==> config.mk <==
export PLATFORM = sky130hd
export DESIGN_NAME = serial_subtractor_flat
export DESIGN_NICKNAME = d
export VERILOG_FILES = /design/src/rtl/serial_subtractor_if.sv /design/src/rtl/serial_subtractor.sv /design/src/flat_wrapper.sv
export SDC_FILE = /design/constraint.sdc
export NUM_CORES = 1
export LEC_CHECK = 0
export CORE_MARGIN = 2
export CORE_UTILIZATION = 50
export DETAILED_ROUTE_END_ITERATION = 16
export HOLD_SLACK_MARGIN = 0.03
export PLACE_DENSITY = 0.8
export SETUP_SLACK_MARGIN = 0.2
export SLEW_MARGIN = 20
export SYNTH_ARGS = -nofsm -noshare
export SYNTH_HDL_FRONTEND = slang
export SYNTH_SLANG_ARGS = --single-unit
export TNS_END_PERCENT = 30
==> constraint.sdc <==
create_clock -name clk -period 2.75 [get_ports clk]
set_input_delay 0.4125 -clock clk [delete_from_list [all_inputs] [get_ports clk]]
set_output_delay 0.4125 -clock clk [all_outputs]
set_load 0.01 [all_outputs]
==> src/rtl/serial_subtractor_if.sv <==
// rtl/serial_subtractor_if.sv - request/result bundle for the bit-serial subtractor
//
// Purpose: groups the operand request and the result/flag signals of
//          serial_subtractor so the block and its user share one port.
// Optional feature macro: SERIAL_ADDSUB_EN adds op_sub (1 = subtract, 0 = add).
// Signals:
//   start            request, sampled by the block only while idle
//   A, B             minuend / subtrahend, captured on the accepting edge
//   op_sub           operation select (SERIAL_ADDSUB_EN builds only)
//   busy             operation in flight
//   done             one-cycle pulse, results valid
//   diff             result, held until the next done
//   negative/zero/carry/overflow   N, Z, C (1 = no borrow), V flags
// Modports: master = requester, slave = serial_subtractor.

interface serial_subtractor_if #(
    parameter int WIDTH = 64
);
    logic             start;
    logic [WIDTH-1:0] A;
    logic [WIDTH-1:0] B;
`ifdef SERIAL_ADDSUB_EN
    logic             op_sub;
`endif
    logic             busy;
    logic             done;
    logic [WIDTH-1:0] diff;
    logic             negative;
    logic             zero;
    logic             carry;
    logic             overflow;

    modport master (
        output start, A, B,
`ifdef SERIAL_ADDSUB_EN
        output op_sub,
`endif
        input  busy, done, diff, negative, zero, carry, overflow
    );

    modport slave (
        input  start, A, B,
`ifdef SERIAL_ADDSUB_EN
        input  op_sub,
`endif
        output busy, done, diff, negative, zero, carry, overflow
    );
endinterface

==> src/rtl/serial_subtractor.sv <==
// rtl/serial_subtractor.sv - bit-serial two's-complement subtractor with NZCV flags
//
// Purpose: computes A - B one bit per clock, LSB first, through a single
//          full-adder slice fed with ~B and a carry-in of 1. Results and
//          ARM-style flags are published together on a one-cycle done pulse.
// Optional feature macro: SERIAL_ADDSUB_EN - adds bus.op_sub; when 0 the slice
//          adds (B not inverted, carry-in 0). Undefined: always subtracts.
// Ports:
//   clk      rising-edge clock
//   reset_n  asynchronous active-low reset; aborts any operation in flight
//   bus      serial_subtractor_if.slave: start/A/B[/op_sub] in,
//            busy/done/diff/negative/zero/carry/overflow out

module serial_subtractor #(
    parameter int WIDTH = 64
) (
    input  logic                clk,
    input  logic                reset_n,
    serial_subtractor_if.slave  bus
);
    localparam int              CW   = (WIDTH > 2) ? $clog2(WIDTH) : 1;
    localparam logic [CW-1:0]   LAST = CW'(WIDTH - 1);
    localparam logic [CW-1:0]   PRE  = CW'(WIDTH - 2);

    typedef enum logic [1:0] {
        IDLE = 2'd0,
        RUN  = 2'd1,
        FIN  = 2'd2
    } state_t;

    state_t state, state_next;

    logic [WIDTH-1:0] a_sh;
    logic [WIDTH-1:0] b_sh;
    logic [WIDTH-1:0] res_sh;
    logic             c_reg;
    logic             c_msb_in;
    logic [CW-1:0]    cnt;
`ifdef SERIAL_ADDSUB_EN
    logic             sub_reg;
`endif

    logic [WIDTH-1:0] diff_reg;
    logic             n_reg;
    logic             z_reg;
    logic             c_flag_reg;
    logic             v_reg;

    logic             b_eff;
    logic             sum_bit;
    logic             c_next;
    logic [WIDTH-1:0] final_diff;
    logic             last_bit;

    // Single full-adder slice. In subtract mode B is inverted; the +1 comes
    // from the carry register being preset to 1 on accept.
    always_comb begin
`ifdef SERIAL_ADDSUB_EN
        b_eff = sub_reg ? ~b_sh[0] : b_sh[0];
`else
        b_eff = ~b_sh[0];
`endif
        sum_bit    = a_sh[0] ^ b_eff ^ c_reg;
        c_next     = (a_sh[0] & b_eff) | (a_sh[0] & c_reg) | (b_eff & c_reg);
        // Result as it will look once this edge's bit has been shifted in;
        // on the last bit this is the complete answer.
        final_diff = {sum_bit, res_sh[WIDTH-1:1]};
        last_bit   = (cnt == LAST);
    end

    // State register
    always_ff @(posedge clk or negedge reset_n) begin
        if (!reset_n) begin
            state <= IDLE;
        end else begin
            state <= state_next;
        end
    end

    // Next-state logic
    always_comb begin
        state_next = state;
        case (state)
            IDLE:    if (bus.start) state_next = RUN;
            RUN:     if (last_bit)  state_next = FIN;
            FIN:     state_next = IDLE;
            default: state_next = IDLE;
        endcase
    end

    // Output logic: busy covers exactly the RUN cycles, done exactly FIN.
    always_comb begin
        bus.busy = 1'b0;
        bus.done = 1'b0;
        case (state)
            RUN:     bus.busy = 1'b1;
            FIN:     bus.done = 1'b1;
            default: ;
        endcase
    end

    // Datapath: operand/result shifters, carry, counter and published results.
    always_ff @(posedge clk or negedge reset_n) begin
        if (!reset_n) begin
            a_sh       <= '0;
            b_sh       <= '0;
            res_sh     <= '0;
            c_reg      <= 1'b0;
            c_msb_in   <= 1'b0;
            cnt        <= '0;
`ifdef SERIAL_ADDSUB_EN
            sub_reg    <= 1'b0;
`endif
            diff_reg   <= '0;
            n_reg      <= 1'b0;
            z_reg      <= 1'b0;
            c_flag_reg <= 1'b0;
            v_reg      <= 1'b0;
        end else begin
            case (state)
                IDLE: begin
                    if (bus.start) begin
                        a_sh  <= bus.A;
                        b_sh  <= bus.B;
                        cnt   <= '0;
`ifdef SERIAL_ADDSUB_EN
                        sub_reg <= bus.op_sub;
                        c_reg   <= bus.op_sub;
`else
                        c_reg   <= 1'b1;
`endif
                    end
                end
                RUN: begin
                    a_sh   <= a_sh >> 1;
                    b_sh   <= b_sh >> 1;
                    res_sh <= final_diff;
                    c_reg  <= c_next;
                    cnt    <= cnt + CW'(1);
                    // Carry leaving bit WIDTH-2 is the carry into the MSB,
                    // needed for the overflow flag.
                    if (cnt == PRE) begin
                        c_msb_in <= c_next;
                    end
                    if (last_bit) begin
                        diff_reg   <= final_diff;
                        n_reg      <= sum_bit;
                        z_reg      <= (final_diff == '0);
                        c_flag_reg <= c_next;
                        v_reg      <= c_msb_in ^ c_next;
                    end
                end
                default: ;
            endcase
        end
    end

    assign bus.diff     = diff_reg;
    assign bus.negative = n_reg;
    assign bus.zero     = z_reg;
    assign bus.carry    = c_flag_reg;
    assign bus.overflow = v_reg;

endmodule

==> src/flat_wrapper.sv <==
// flat-port wrapper written by rule: the top's interface ports become plain ports
module serial_subtractor_flat 
#(
    parameter int WIDTH = 64
)
  (clk, reset_n, bus_start, bus_A, bus_B, bus_busy, bus_done, bus_diff, bus_negative, bus_zero, bus_carry, bus_overflow);
  serial_subtractor_if #(.WIDTH(WIDTH)) bus_i ();
  input  logic clk;
  input  logic reset_n;
  input wire logic [$bits(bus_i.start)-1:0] bus_start;
  input wire logic [$bits(bus_i.A)-1:0] bus_A;
  input wire logic [$bits(bus_i.B)-1:0] bus_B;
  output wire logic [$bits(bus_i.busy)-1:0] bus_busy;
  output wire logic [$bits(bus_i.done)-1:0] bus_done;
  output wire logic [$bits(bus_i.diff)-1:0] bus_diff;
  output wire logic [$bits(bus_i.negative)-1:0] bus_negative;
  output wire logic [$bits(bus_i.zero)-1:0] bus_zero;
  output wire logic [$bits(bus_i.carry)-1:0] bus_carry;
  output wire logic [$bits(bus_i.overflow)-1:0] bus_overflow;
  assign bus_i.start = bus_start;
  assign bus_i.A = bus_A;
  assign bus_i.B = bus_B;
  assign bus_busy = bus_i.busy;
  assign bus_done = bus_i.done;
  assign bus_diff = bus_i.diff;
  assign bus_negative = bus_i.negative;
  assign bus_zero = bus_i.zero;
  assign bus_carry = bus_i.carry;
  assign bus_overflow = bus_i.overflow;
  serial_subtractor #(.WIDTH(WIDTH)) u_core (.clk(clk), .reset_n(reset_n), .bus(bus_i));
endmodule
==> impl.org, run 1 <==
** Status
- Status :: completed

** Placement
- Routability-driven placement finished with a final weighted congestion of between 0.7 and 0.8.
- Detailed placer's ending HPWL :: about 16000 um
- Number of cells after detailed placement :: approximately 1600
- Buffers placed on the I/O ports in this run total 200.

** Timing
- Final Hold Fails :: 0
- Transition time at the pin with the least slew margin :: 0.723 ns
- TNS Setup :: 0 ns
- Timing would allow up to between 0.4 and 0.5 GHz.
- Across the routed clock network, the largest skew measured is 0.0125 ns.
- Unrepaired setup endpoints after global routing :: false
- Final worst hold slack :: approximately 0.45 ns
- Headroom to the max-slew limit came out at just over 50%.
- The final number of max-transition violations is 0.
- Crit path time final :: 2.41 ns
- Setup violations remaining at the end of the flow were counted as 0.
- In the finished design, the share of the clock period the worst path needs comes to between 80 and 90%.

** Detailed routing
- The first routing iteration left 760 violations.
- DR DRC count :: 0
- Total length of routed wires :: around 25000 um
- The first TritonRoute pass finished after 6 iterations.
- Per-cell via count in the routed design :: 5.24
- In the final routed layout, each cell accounts on average for 15.2 um.
- Total via count in the routed design :: 8585
- Number of routed nets with antenna violations :: 0

** Clock network
- The clock net in this run drives a total of ~270 sinks.
- Cell at the root of the clock tree :: clkbuf_16
- Post-CTS setup buffer count :: 0
- Clock latency on the worst-skew pair, taken at its later pin, is between 0.5 and 0.6 ns.
- CTS tree :: yes
- After clock tree synthesis, the clock-pin slew on the worst setup and hold paths is 0.06 ns.
- TritonCTS buffer count :: 27
- CTS built an H-tree with a depth of 1.
- Number of buffers on the longest clock path :: 3

** Global routing
- Global routing used 22.1% of the available tracks.
- Overflow after GRT :: 0
- Largest net degree at the start of global routing :: ~130
- Antenna violations before repair :: 0
- Wire length of the first global-routing pass :: between 40000 and 50000 um
- Via count of the first global-routing pass :: 8181

** Floorplan
- Overall die area :: approximately 23000 um^2
- In this run the standard cell core region covers about 21000 um^2.
- Height of the die :: about 150 um
- Once the floorplan was initialized, standard cells occupied slightly above 50% of the core.
- The floorplan has 53 rows.
- Width of the chip :: about 150 um
- approximately 200 I/O pins were placed.

** Setup path
- Crit path largest cell delay :: approximately 0.59 ns
- The setup check on the worst reg-to-reg path leaves a slack of around 0.72 ns.
- Arr. time, crit path :: 2.00 ns
- Beginning of the worst register-to-register path :: u_core.c_reg
- Instance count on the critical path :: 3
- Maximum fanout along the worst path :: 57
- Delay-heaviest family, CP :: buffers and inverters
- CP Buf/Inv Count :: 2
- The worst register-to-register path ends at u_core.bus.zero.
- The worst setup path is of the reg2out kind.
- Kind of end point of the critical path :: output pin
- The critical path goes through nand2b_2 -> clkinv_8 -> clkdlybuf4s50_1.
- Required time at the worst-slack endpoint :: 2.34 ns
- The worst register-to-register path has a depth of 6.
- The worst setup path is launched from a flip-flop.
- CP Launch Point :: u_core.state[1]
- Capture point of the worst path :: bus_busy
- The largest individual stage delay along the critical path comes from the cell clkdlybuf4s50_1.

** Synth
- Combined area of all synthesized cells :: approximately 11000 um^2
- Syn Area/Cell :: 9.26 um^2
- When the netlist entered floorplanning its net count stood at around 1300.
- The synthesized design spends more area on one cell type than any other, namely dfrtp_1.
- Yosys printed 0 warnings.
- Fraction of post-synthesis cell area in the top cell type by area :: between 60 and 70%
- The synthesized design contains around 270 register bits.
- Largest cells by area after synthesis :: dfrtp_1, nand2_1, a22oi_1
- In the synthesized netlist, the number of instances is approximately 1200.
- After synthesis, the netlist uses 32 different library cells.
- Sequential elements use between 60% and 70% of the synthesized area.

** Pwr
- Summed over all cells, the static leakage comes to 6.94 nW.
- Internal power :: just under 9 mW
- Net Sw Frac :: about 28%
- Peak ir drop on the vdd network :: ~0.68 mV
- Net switching power of the design :: roughly 3.4 mW
- Cell area power density :: about 870 nW/um^2
- Proportion of power drawn by the clock network :: between 30% and 40%
- Part of the power in combinational logic :: ~18%
- Part of the power in registers :: 49.6%

** Hold path
- The path class of the tightest hold or removal check is in2async.

** Cells and area
- Final-layout fill cell count :: 1659
- At the end of the flow, the number of nets in the layout was 1476.
- From synthesis to final layout, the design area changed by 29.6%.
- Cells with a size suffix above 1 make up between 4 and 5% of the layout.
- The repair_antennas step left the layout with diodes totalling 0.
- The finished layout holds 1637 standard cells, fillers aside.

** Flow run
- Max-cap violations in this run came to 0.
==> final cells by class <==
class	instances	area, um^2	share of cell area (%)
sequential	268	6710	47.8
multi-input combinational	826	3770	26.8
timing repair buffer	214	2200	15.7
clock buffer	39	781	5.56
tap	275	344	2.45
clock inverter	10	203	1.44
inverter	5	31.3	0.223
==> repair_timing <==
action	4_1_cts	5_1_grt
endpoints found under the hold margin	64	0
resized for setup	1	1
setup endpoints to repair	1	1
hold buffers	1	0
pin swaps	0	0
==> cell families (layout without fill, tap and decap cells) <==
logic type | Yosys count | in the layout | share of synthesized area, %
XOR/XNOR | 1 | 1 | 0.0809
adder cells (fa/ha/maj) | 3 | 3 | 0.416
flip-flops | 268 | 268 | 61.9
AO/OA/AOI/OAI | 145 | 145 | 9.73
AND/OR/NAND/NOR | 677 | 677 | 24.5
buffers and inverters | 76 | 268 | 3.37
==> power by group through the flow <==
stage          registers [mW]  logic (mW)  clock network (mW)
4_1_cts                  6.01        2.15                4.07
3_5_place_dp             6.03        2.16                   0
2_1_floorplan            5.80        1.53                   0
5_1_grt                  6.18        2.46                4.24
3_3_place_gp             6.00        2.03                   0
6_report                 6.02        2.12                4.00
==> cells in the final DEF (no fill, tap or decap), drive strengths merged, types with 3 or more instances in the layout <==
| cell | n |
|---|---|
| a22oi | 125 |
| buf | 14 |
| bufinv | 6 |
| clkbuf | 39 |
| clkdlybuf4s50 | 199 |
| clkinv | 4 |
| dfrtp | 268 |
| inv | 4 |
| nand2 | 643 |
| nand3 | 4 |
| nand4 | 5 |
| nor2 | 3 |
| nor4 | 15 |
| o21ai | 15 |
==> routing by layer <==
metal	up-vias	part of all wire (%)	GRT usage, %	wire length [um]
met5	-	0	0	0
met4	0	1.5	4.67	363
met3	27	7.3	5.33	1810
met2	275	48	35.5	12000
met1	4120	43	31.1	10800
li1	4163	-	-	-
==> worst min path at each step <==
stage / to / startpoint / cells after the start / slack, ns
floorplan: u_core.a_sh[0] / reset_n / 0 / 0.12
global placement: u_core.bus.diff[48] / reset_n / 1 / 0.41
detailed placement: u_core.bus.diff[47] / reset_n / 1 / 0.42
CTS: u_core.a_sh[63] / bus_A[63] / 3 / 0.44
global route: u_core.a_sh[63] / bus_A[63] / 3 / 0.46
finish: u_core.bus.diff[46] / reset_n / 2 / 0.45
==> cell usage after synthesis <==
cell and n:
ha_1 2, xor2_1 1, inv_2 1, a221o_1 1, nor2_1 2, inv_1 3
fa_1 1, nand4_1 5, nor2_4 1, o211ai_1 2, and4_1 1, o21ai_0 12
o21ai_1 3, nor4b_1 1, inv_4 1, dfrtp_1 268, nor3_1 1, o31ai_1 2
nor4_2 3, nand3_1 3, nor2b_1 1, a22oi_1 125, nor4_1 12, or4_1 1
buf_1 1, clkbuf_1 20, nand2_1 643, nand3_2 1, buf_4 6, nor3b_1 1
buf_2 44, nand2b_1 1
==> per-stage QoR <==
step	instance area (um^2)	setup WS, ns	power (mW)	util, %
2_1_floorplan	10800	0.943	7.33	-
3_3_place_gp	13000	0.613	8.03	61.6
3_5_place_dp	13000	0.565	8.20	61.6
4_1_cts	14000	0.245	12.2	66.3
5_1_grt	14000	0.258	12.9	66.3
6_report	14000	0.342	12.1	66.3
(Power assumes the default switching activity.)
==> run 2, diff against run 1 <==
- ABC_CLOCK_PERIOD_IN_PS: default -> 2750
- SKIP_LAST_GASP: default -> 1
==> results of run 2 <==
Same layout as run 1: the final DEF is identical, and so are final timing and power.
==> run 3, diff against run 2 <==
- HOLD_SLACK_MARGIN: 0.03 -> 0.08
- SKIP_LAST_GASP: 1 -> default
==> results of run 3 <==
Same layout as run 1: the final DEF is identical, and so are final timing and power.
